### src/rtl/id_ex_stage.sv
// ---------------------------------------------------------------------------
// id_ex_stage
// ID/EX pipeline register of the pipelined core. It registers the decoded
// operands and control that EX needs, and it detects load-use hazards.
// When a hazard is found it loads a bubble and stalls the front end. It also
// obeys branch flush from EX and hold requests from downstream.
//
// Optional feature: define ID_EX_BUBBLE_CNT_EN to add a saturating
// bubble_cnt output. The counter increments on every edge that loads a
// bubble, whether from a flush or from a load-use hazard.
// ---------------------------------------------------------------------------
module id_ex_stage #(
    parameter int XLEN    = 32,
    parameter int RADDR_W = 5,
    parameter int CNT_W   = 16
) (
    input  logic               clk,
    input  logic               rst_n,
    input  logic               id_valid,
    input  logic [XLEN-1:0]    id_pc,
    input  logic [XLEN-1:0]    id_rs1_data,
    input  logic [XLEN-1:0]    id_rs2_data,
    input  logic [XLEN-1:0]    id_imm,
    input  logic [RADDR_W-1:0] id_rs1,
    input  logic [RADDR_W-1:0] id_rs2,
    input  logic [RADDR_W-1:0] id_rd,
    input  logic               id_uses_rs2,
    input  logic [2:0]         id_funct3,
    input  logic [1:0]         id_alu_op,
    input  logic               id_alu_src,
    input  logic               id_mem_read,
    input  logic               id_mem_write,
    input  logic               id_reg_write,
    input  logic               id_mem_to_reg,
    input  logic               flush,
    input  logic               ex_hold,
    output logic               ex_valid,
    output logic [XLEN-1:0]    ex_pc,
    output logic [XLEN-1:0]    ex_rs1_data,
    output logic [XLEN-1:0]    ex_rs2_data,
    output logic [XLEN-1:0]    ex_imm,
    output logic [RADDR_W-1:0] ex_rs1,
    output logic [RADDR_W-1:0] ex_rs2,
    output logic [RADDR_W-1:0] ex_rd,
    output logic [2:0]         ex_funct3,
    output logic [1:0]         ex_alu_op,
    output logic               ex_alu_src,
    output logic               ex_mem_read,
    output logic               ex_mem_write,
    output logic               ex_reg_write,
    output logic               ex_mem_to_reg,
`ifdef ID_EX_BUBBLE_CNT_EN
    output logic [CNT_W-1:0]   bubble_cnt,
`endif
    output logic               id_stall
);

    typedef struct packed {
        logic               valid;
        logic [XLEN-1:0]    pc;
        logic [XLEN-1:0]    rs1_data;
        logic [XLEN-1:0]    rs2_data;
        logic [XLEN-1:0]    imm;
        logic [RADDR_W-1:0] rs1;
        logic [RADDR_W-1:0] rs2;
        logic [RADDR_W-1:0] rd;
        logic [2:0]         funct3;
        logic [1:0]         alu_op;
        logic               alu_src;
        logic               mem_read;
        logic               mem_write;
        logic               reg_write;
        logic               mem_to_reg;
    } ex_slot_t;

    ex_slot_t r_ex;
    ex_slot_t w_nxt;
    logic     w_load_use;
    logic     w_bubble;

    // A load in EX whose destination is a source of the ID instruction.
    // A load that targets x0 never creates a dependency.
    assign w_load_use = r_ex.valid & r_ex.mem_read & (r_ex.rd != '0) & id_valid &
                        ((r_ex.rd == id_rs1) | (id_uses_rs2 & (r_ex.rd == id_rs2)));

    // A flush lets the branch in EX complete, so it never asks for a stall.
    // Gating with rst_n keeps the stall low while the stage is held in reset.
    assign id_stall = rst_n & ~flush & (ex_hold | w_load_use);

    // Next slot contents: flush > hold > load-use bubble > normal capture.
    always_comb begin
        w_nxt    = r_ex;
        w_bubble = 1'b0;
        if (flush) begin
            w_nxt    = '0;
            w_bubble = 1'b1;
        end else if (ex_hold) begin
            w_nxt    = r_ex;
        end else if (w_load_use) begin
            w_nxt    = '0;
            w_bubble = 1'b1;
        end else begin
            w_nxt.valid      = id_valid;
            w_nxt.pc         = id_pc;
            w_nxt.rs1_data   = id_rs1_data;
            w_nxt.rs2_data   = id_rs2_data;
            w_nxt.imm        = id_imm;
            w_nxt.rs1        = id_rs1;
            w_nxt.rs2        = id_rs2;
            w_nxt.rd         = id_rd;
            w_nxt.funct3     = id_funct3;
            w_nxt.alu_op     = id_alu_op;
            // An empty ID slot must never write memory or the register file.
            w_nxt.alu_src    = id_alu_src    & id_valid;
            w_nxt.mem_read   = id_mem_read   & id_valid;
            w_nxt.mem_write  = id_mem_write  & id_valid;
            w_nxt.reg_write  = id_reg_write  & id_valid;
            w_nxt.mem_to_reg = id_mem_to_reg & id_valid;
        end
    end

    // ---- ID -> EX boundary ----
    // Pipeline register; cleared asynchronously, so EX sees a bubble at once.
    always_ff @(posedge clk or negedge rst_n) begin
        if (!rst_n) begin
            r_ex <= '0;
        end else begin
            r_ex <= w_nxt;
        end
    end

    assign ex_valid      = r_ex.valid;
    assign ex_pc         = r_ex.pc;
    assign ex_rs1_data   = r_ex.rs1_data;
    assign ex_rs2_data   = r_ex.rs2_data;
    assign ex_imm        = r_ex.imm;
    assign ex_rs1        = r_ex.rs1;
    assign ex_rs2        = r_ex.rs2;
    assign ex_rd         = r_ex.rd;
    assign ex_funct3     = r_ex.funct3;
    assign ex_alu_op     = r_ex.alu_op;
    assign ex_alu_src    = r_ex.alu_src;
    assign ex_mem_read   = r_ex.mem_read;
    assign ex_mem_write  = r_ex.mem_write;
    assign ex_reg_write  = r_ex.reg_write;
    assign ex_mem_to_reg = r_ex.mem_to_reg;

`ifdef ID_EX_BUBBLE_CNT_EN
    logic [CNT_W-1:0] r_bubble_cnt;

    // Count inserted bubbles and stick at all-ones; only reset clears it.
    always_ff @(posedge clk or negedge rst_n) begin
        if (!rst_n) begin
            r_bubble_cnt <= '0;
        end else if (w_bubble && (r_bubble_cnt != '1)) begin
            r_bubble_cnt <= r_bubble_cnt + CNT_W'(1);
        end
    end

    assign bubble_cnt = r_bubble_cnt;
`else
    // Without the counter, the bubble strobe and CNT_W have no load.
    logic [CNT_W:0] w_unused_cnt;
    assign w_unused_cnt = {CNT_W'(0), w_bubble};
`endif

endmodule
### config.mk
export PLATFORM = sky130hd
export DESIGN_NAME = id_ex_stage
export DESIGN_NICKNAME = d
export VERILOG_FILES = /design/src/rtl/id_ex_stage.sv
export SDC_FILE = /design/constraint.sdc
export NUM_CORES = 1
export LEC_CHECK = 0
export CELL_PAD_IN_SITES_DETAIL_PLACEMENT = 2
export CELL_PAD_IN_SITES_GLOBAL_PLACEMENT = 2
export CORE_AREA = 5 5 190 192
export CTS_CLUSTER_SIZE = 8
export DETAILED_ROUTE_END_ITERATION = 16
export DIE_AREA = 0 0 195 197
export GPL_TIMING_DRIVEN = 0
export PLACE_DENSITY = 0.79
export SKIP_LAST_GASP = 1
export SYNTH_ARGS = -nofsm -noshare
export SYNTH_HDL_FRONTEND = slang
export SYNTH_SLANG_ARGS = --single-unit
### constraint.sdc
create_clock -name clk -period 1.9 [get_ports clk]
set_input_delay 0.475 -clock clk [delete_from_list [all_inputs] [get_ports clk]]
set_output_delay 0.475 -clock clk [all_outputs]
set_load 0.02 [all_outputs]
* Word level (Yosys, flattened, before mapping)
Index checks and enable logic that the tools add are counted.
Operators by class: muxes and demuxes 3, bitwise operators 15, equal/unequal tests 3, reduce and logical (&&, ||, !) cells 1
Operator list (number):
- $mux 154 | 3
- $and 1x1->1 | 12
- $eq 5x5->1 | 2
- $reduce_bool 5->1 | 1
- $ne 2x2->1 const B | 1
- $or 1x1->1 | 2
- $not 1->1 | 1
Storage, ports and cells: input port bits 159, logic and storage cells 37, output and inout port bits 155, bits in registers 154

* Longest topological paths before layout
depth after elaboration 7, mapped depth 7, gate-level depth less buffers 4

* Worst setup path after synthesis
No wires, ideal clock.
path type flip-flop to output port, from register r_ex, in the netlist ex_rd[2], to output id_stall, cell stages (with the launch flop) 7, setup slack -622 ps, arrival time 2047 ps, cells stage by stage dfrtp_1 -> xnor2_1 -> nand3_1 -> o22a_1 -> buf_2 -> buf_2 -> o41ai_1
On the way: longest elaborated chain between the ends 6, elaborated cells on any way between the ends 10, those cells by class eq/ne (2); bitwise (7); reduce/logical (1)
Ends and longest elaborated chain:
- from (decl) | line 76 | ex_slot_t r_ex;
- from (signal assigned) | line 128 | r_ex <= w_nxt;
- $eq 5x5->1 or $reduce_bool 5->1 (tied branches) | line 84, 83
- $and 1x1->1 (on tied branches) | line 84, 83
- $or 1x1->1 or $and 1x1->1 (tied branches) | line 84, 83
- $and 1x1->1 * | line 83 | assign w_load_use = r_ex.valid & r_ex.mem_read & (r_ex.rd != '0) & id_valid &
- $or 1x1->1 * | line 88 | assign id_stall = rst_n & ~flush & (ex_hold | w_load_use);
- $and 1x1->1 * | line 88
- to (decl) | line 55 | output logic id_stall
Mark *: on every way between the ends. The rest lies on a longest branch, timed or not.

* Worst setup path in the final report
Ends and elaborated chain as after synthesis.

==> results.py <==
metrics = {
    "critical_path": {
        "crit_path_end": "id_stall",
        "cp_cell_sequence": "or4_4, o2111ai_4, buf_6, buf_8, o41ai_4, buf_6",
        "crit_required_ns": 1.42,
        "worstPathMaxFanout": 5,
        "crit_path_top_delay_cell": "or4_4",
        "endpoint_kind": "primary output",
        "cp_common_cell": "buf_6",
        "arrival_ns": 2.11,
        "r2r_slack_ns": -0.34,
        "slowest_delay_ns": 0.56,
        "r2r_start": "ex_rd[2]",
        "reg2reg_depth": 10,
        "crit_path_start_kind": "flip-flop",
        "r2r-end": "ex_rs2_data[6]",
        "critPathLaunch": "ex_rd[2]",
        "crit_type": "flip-flop to primary output",
    },
    "synthesis": {
        "synthesis.nets": 890,
        "synthTopCellsByArea": "dfrtp_1 (48%), a22o_1 (16%), nor3b_1 (14%)",
        "synth_compound_area_share_pct": 31.2,
        "synth_ff_type": "dfrtp_1",
        "synthXorXnorAreaFrac_pct": 1.08,
        "synth.largest_area_cell": "dfrtp_1",
        "synth_seq_area_share_pct": 47.5,
        "syn_area_per_cell_sq_um": 11.1,
        "async_reset_ff_share_pct": 100,
        "synth_top_family_by_area": "compound AO/OA/AOI/OAI gates",
        "synthSimpleGateAreaFrac_pct": 14.8,
        "netlist.area_leader.share_pct": 47.5,
        "synth_edf_count": 0,
        "synthAdderAreaFrac_pct": 0,
        "ys_ff_latch": 154,
        "syn_area_sq_um": 8110,
        "synthMuxAreaShare_pct": 0,
        "ys_types": 26,
        "netlist_instances": 731,
        "yosysWarningCount": 0,
    },
    "sta": {
        "clock_skew_ns": 0.00921,
        "relSlewSlack_pct": 60.1,
        "setup_viol": 178,
        "worst_pin_slew_ns": 0.599,
        "final.min_clock_period_ns": 2.58,
        "hold_slack_ns": -0.00637,
        "finalHoldViolCount": 4,
        "maxSlewViolCount": 0,
        "rsz0062_at_grt": "yes",
        "fmax_ghz": 0.387,
        "min_period_over_period_pct": 136,
        "setup_ws_ns": -0.685,
    },
    "global_route": {
        "grt_pass1_wl_um": 55400,
        "grt_max_degree": 67,
        "antenna_found_initial": 5,
        "overflow": 0,
        "grt_pass1_vias": 8868,
        "grtUsageTotal_pct": 18.4,
    },
    "job": {
        "max_cap_violations": 0,
    },
    "placed_design": {
        "preCtsSetupSlack_ns": -1.76,
        "gp_congestion": 0.749,
        "dp_hpwl_um": 25300,
        "port_buffers": 311,
    },
    "floorplanning": {
        "dieArea_sq_um": 38400,
        "core_area_sq_um": 34200,
        "ioPinCount": 314,
        "die_w_um": 195,
        "start_util_pct": 23.7,
        "fp.dieH_um": 197,
        "row_count": 68,
    },
    "route": {
        "dr_total_vias": 7752,
        "drc_errors": 0,
        "wl_per_cell_um": 23.2,
        "drt_pass1_iterations": 4,
        "via_per_inst": 4.98,
        "drt-initial-drc-count": 233,
        "wl_um": 36200,
        "ant_nets": 0,
    },
    "clocking": {
        "htree_num_levels": 4,
        "cts_tree": "done",
        "clock_latency_ns": 0.43,
        "clk_pin_slew_ns": 0.07,
        "root_buffer": "clkbuf_16",
        "numCtsBuffers": 17,
        "clk_path_buf_depth": 2,
        "clock_sinks": 154,
    },
    "layout": {
        "multiInputGateArea_sq_um": 3880,
        "utilization_pct": 38.0,
        "fillers": 3570,
        "nNetsFinal": 1242,
        "area_delta_synth_final_pct": 60.3,
        "regArea_sq_um": 3860,
        "drive_gt1_share_pct": 9.95,
    },
    "outcome": {
        "status": "complete, but fails checks",
        "violations": "negative hold slack, negative setup slack",
    },
    "power_and_ir_drop": {
        "ir_drop_mv": 0.545,
        "power_density_nw_per_um2": 776,
        "power_leakage_nw": 6.15,
    },
    "hold_path": {
        "hp-class": "input port to async pin",
    },
}
through the flow:
step	total power (W)	hold WS (ns)	instances	area, sq um	setup TNS (ns)
3_3_place_gp	0.00647	0.557	1497	11800	-1208.15
2_1_floorplan	0.00509	0.179	731	8140	-0.192
6_report	0.0101	-0.00637	1557	13000	-32.01
5_1_grt	0.0106	0.0203	1556	13000	-51.56
4_1_cts	0.0103	0.00693	1557	13200	-38.85
3_5_place_dp	0.00654	0.476	1498	11900	-135.60
cell families after synthesis:
| kind of cell | count (synthesis) |
|---|---|
| AOI/OAI and AO/OA | 312 |
| and+or+nand+nor | 162 |
| DFF | 154 |
| buffers and inverters | 93 |
| xor gates and xnor gates | 10 |
where the power goes:
group	total (W)	switching, W	internal [W]
Clock	0.00353	0.00157	0.00196
Sequential	0.00383	0.000227	0.00360
Combinational	0.00272	0.00133	0.00139
worst min-delay path by stage:
stage                         from           end  slack, ns
after global routing         rst_n     ex_pc[19]       0.02
after CTS                    rst_n     ex_pc[19]      0.007
final                        rst_n     ex_pc[19]     -0.006
after global placement    ex_pc[7]      ex_pc[7]       0.56
after floorplan              rst_n  ex_alu_op[0]       0.18
after detailed placement     rst_n     ex_pc[19]       0.48
synthesized netlist by cell type (2+ instances only):
cell type,number
a21o_1,148
buf_2,5
buf_6,5
xnor2_1,10
buf_4,12
o21ai_0,5
buf_1,3
clkbuf_1,61
nor3b_1,153
nand2_1,2
nand3_1,2
a32oi_1,5
dfrtp_1,154
inv_1,7
a22o_1,148
area by class of cell:
class,instances,area share (%)
clock buffer,17,3.27
buffer,83,3.98
timing repair buffer,336,27.2
clock inverter,15,1.27
inverter,7,0.202
tap,455,4.38
antenna,6,0.116
multi-input combinational,484,29.8
sequential,154,29.7
cells in the final DEF (no fill, tap or decap), types with 3 or more instances in the layout:
cell	n
buf_16	3
buf_2	5
clkdlybuf4s50_1	297
inv_1	7
a22o_1	148
inv_6	4
dlygate4sd2_1	10
buf_12	11
clkbuf_4	4
o21ai_0	5
clkinv_4	3
buf_6	8
xnor2_1	7
buf_4	8
buf_8	13
a21o_1	148
clkbuf_2	10
clkinvlp_4	3
clkbuf_16	17
dfrtp_1	149
nor3b_1	153
xnor2_2	3
diode_2	6
clkbuf_1	46
a32oi_1	5
dfrtp_2	5
repair_timing:
| action | 4_1_cts | 5_1_grt |
|---|---|---|
| gates resized for setup | 87 | 17 |
| pin swaps | 74 | 22 |
| setup endpoints to repair | 301 | 301 |
| cloned | 13 | 0 |
| hold buffers | 0 | 0 |
| setup buffers | 16 | 7 |
metal layers:
| metal | wire length, um | GRT usage (%) | up-vias |
|---|---|---|---|
| li1 | - | - | 3494 |
| met1 | 15600 | 23.1 | 3988 |
| met2 | 18100 | 31.8 | 224 |
| met3 | 1410 | 3.25 | 46 |
| met4 | 1070 | 7.11 | 0 |
| met5 | 0 | 0 | - |
critical path, delay by kind of cell (launching register included):
kind | cells | cell delay [ns]
buffers and inverters | 3 | 0.38
DFF | 1 | 0.45
AOI/OAI and AO/OA | 2 | 0.29
and+or+nand+nor | 1 | 0.56
No activity file was read; power rests on OpenSTA's default activity.
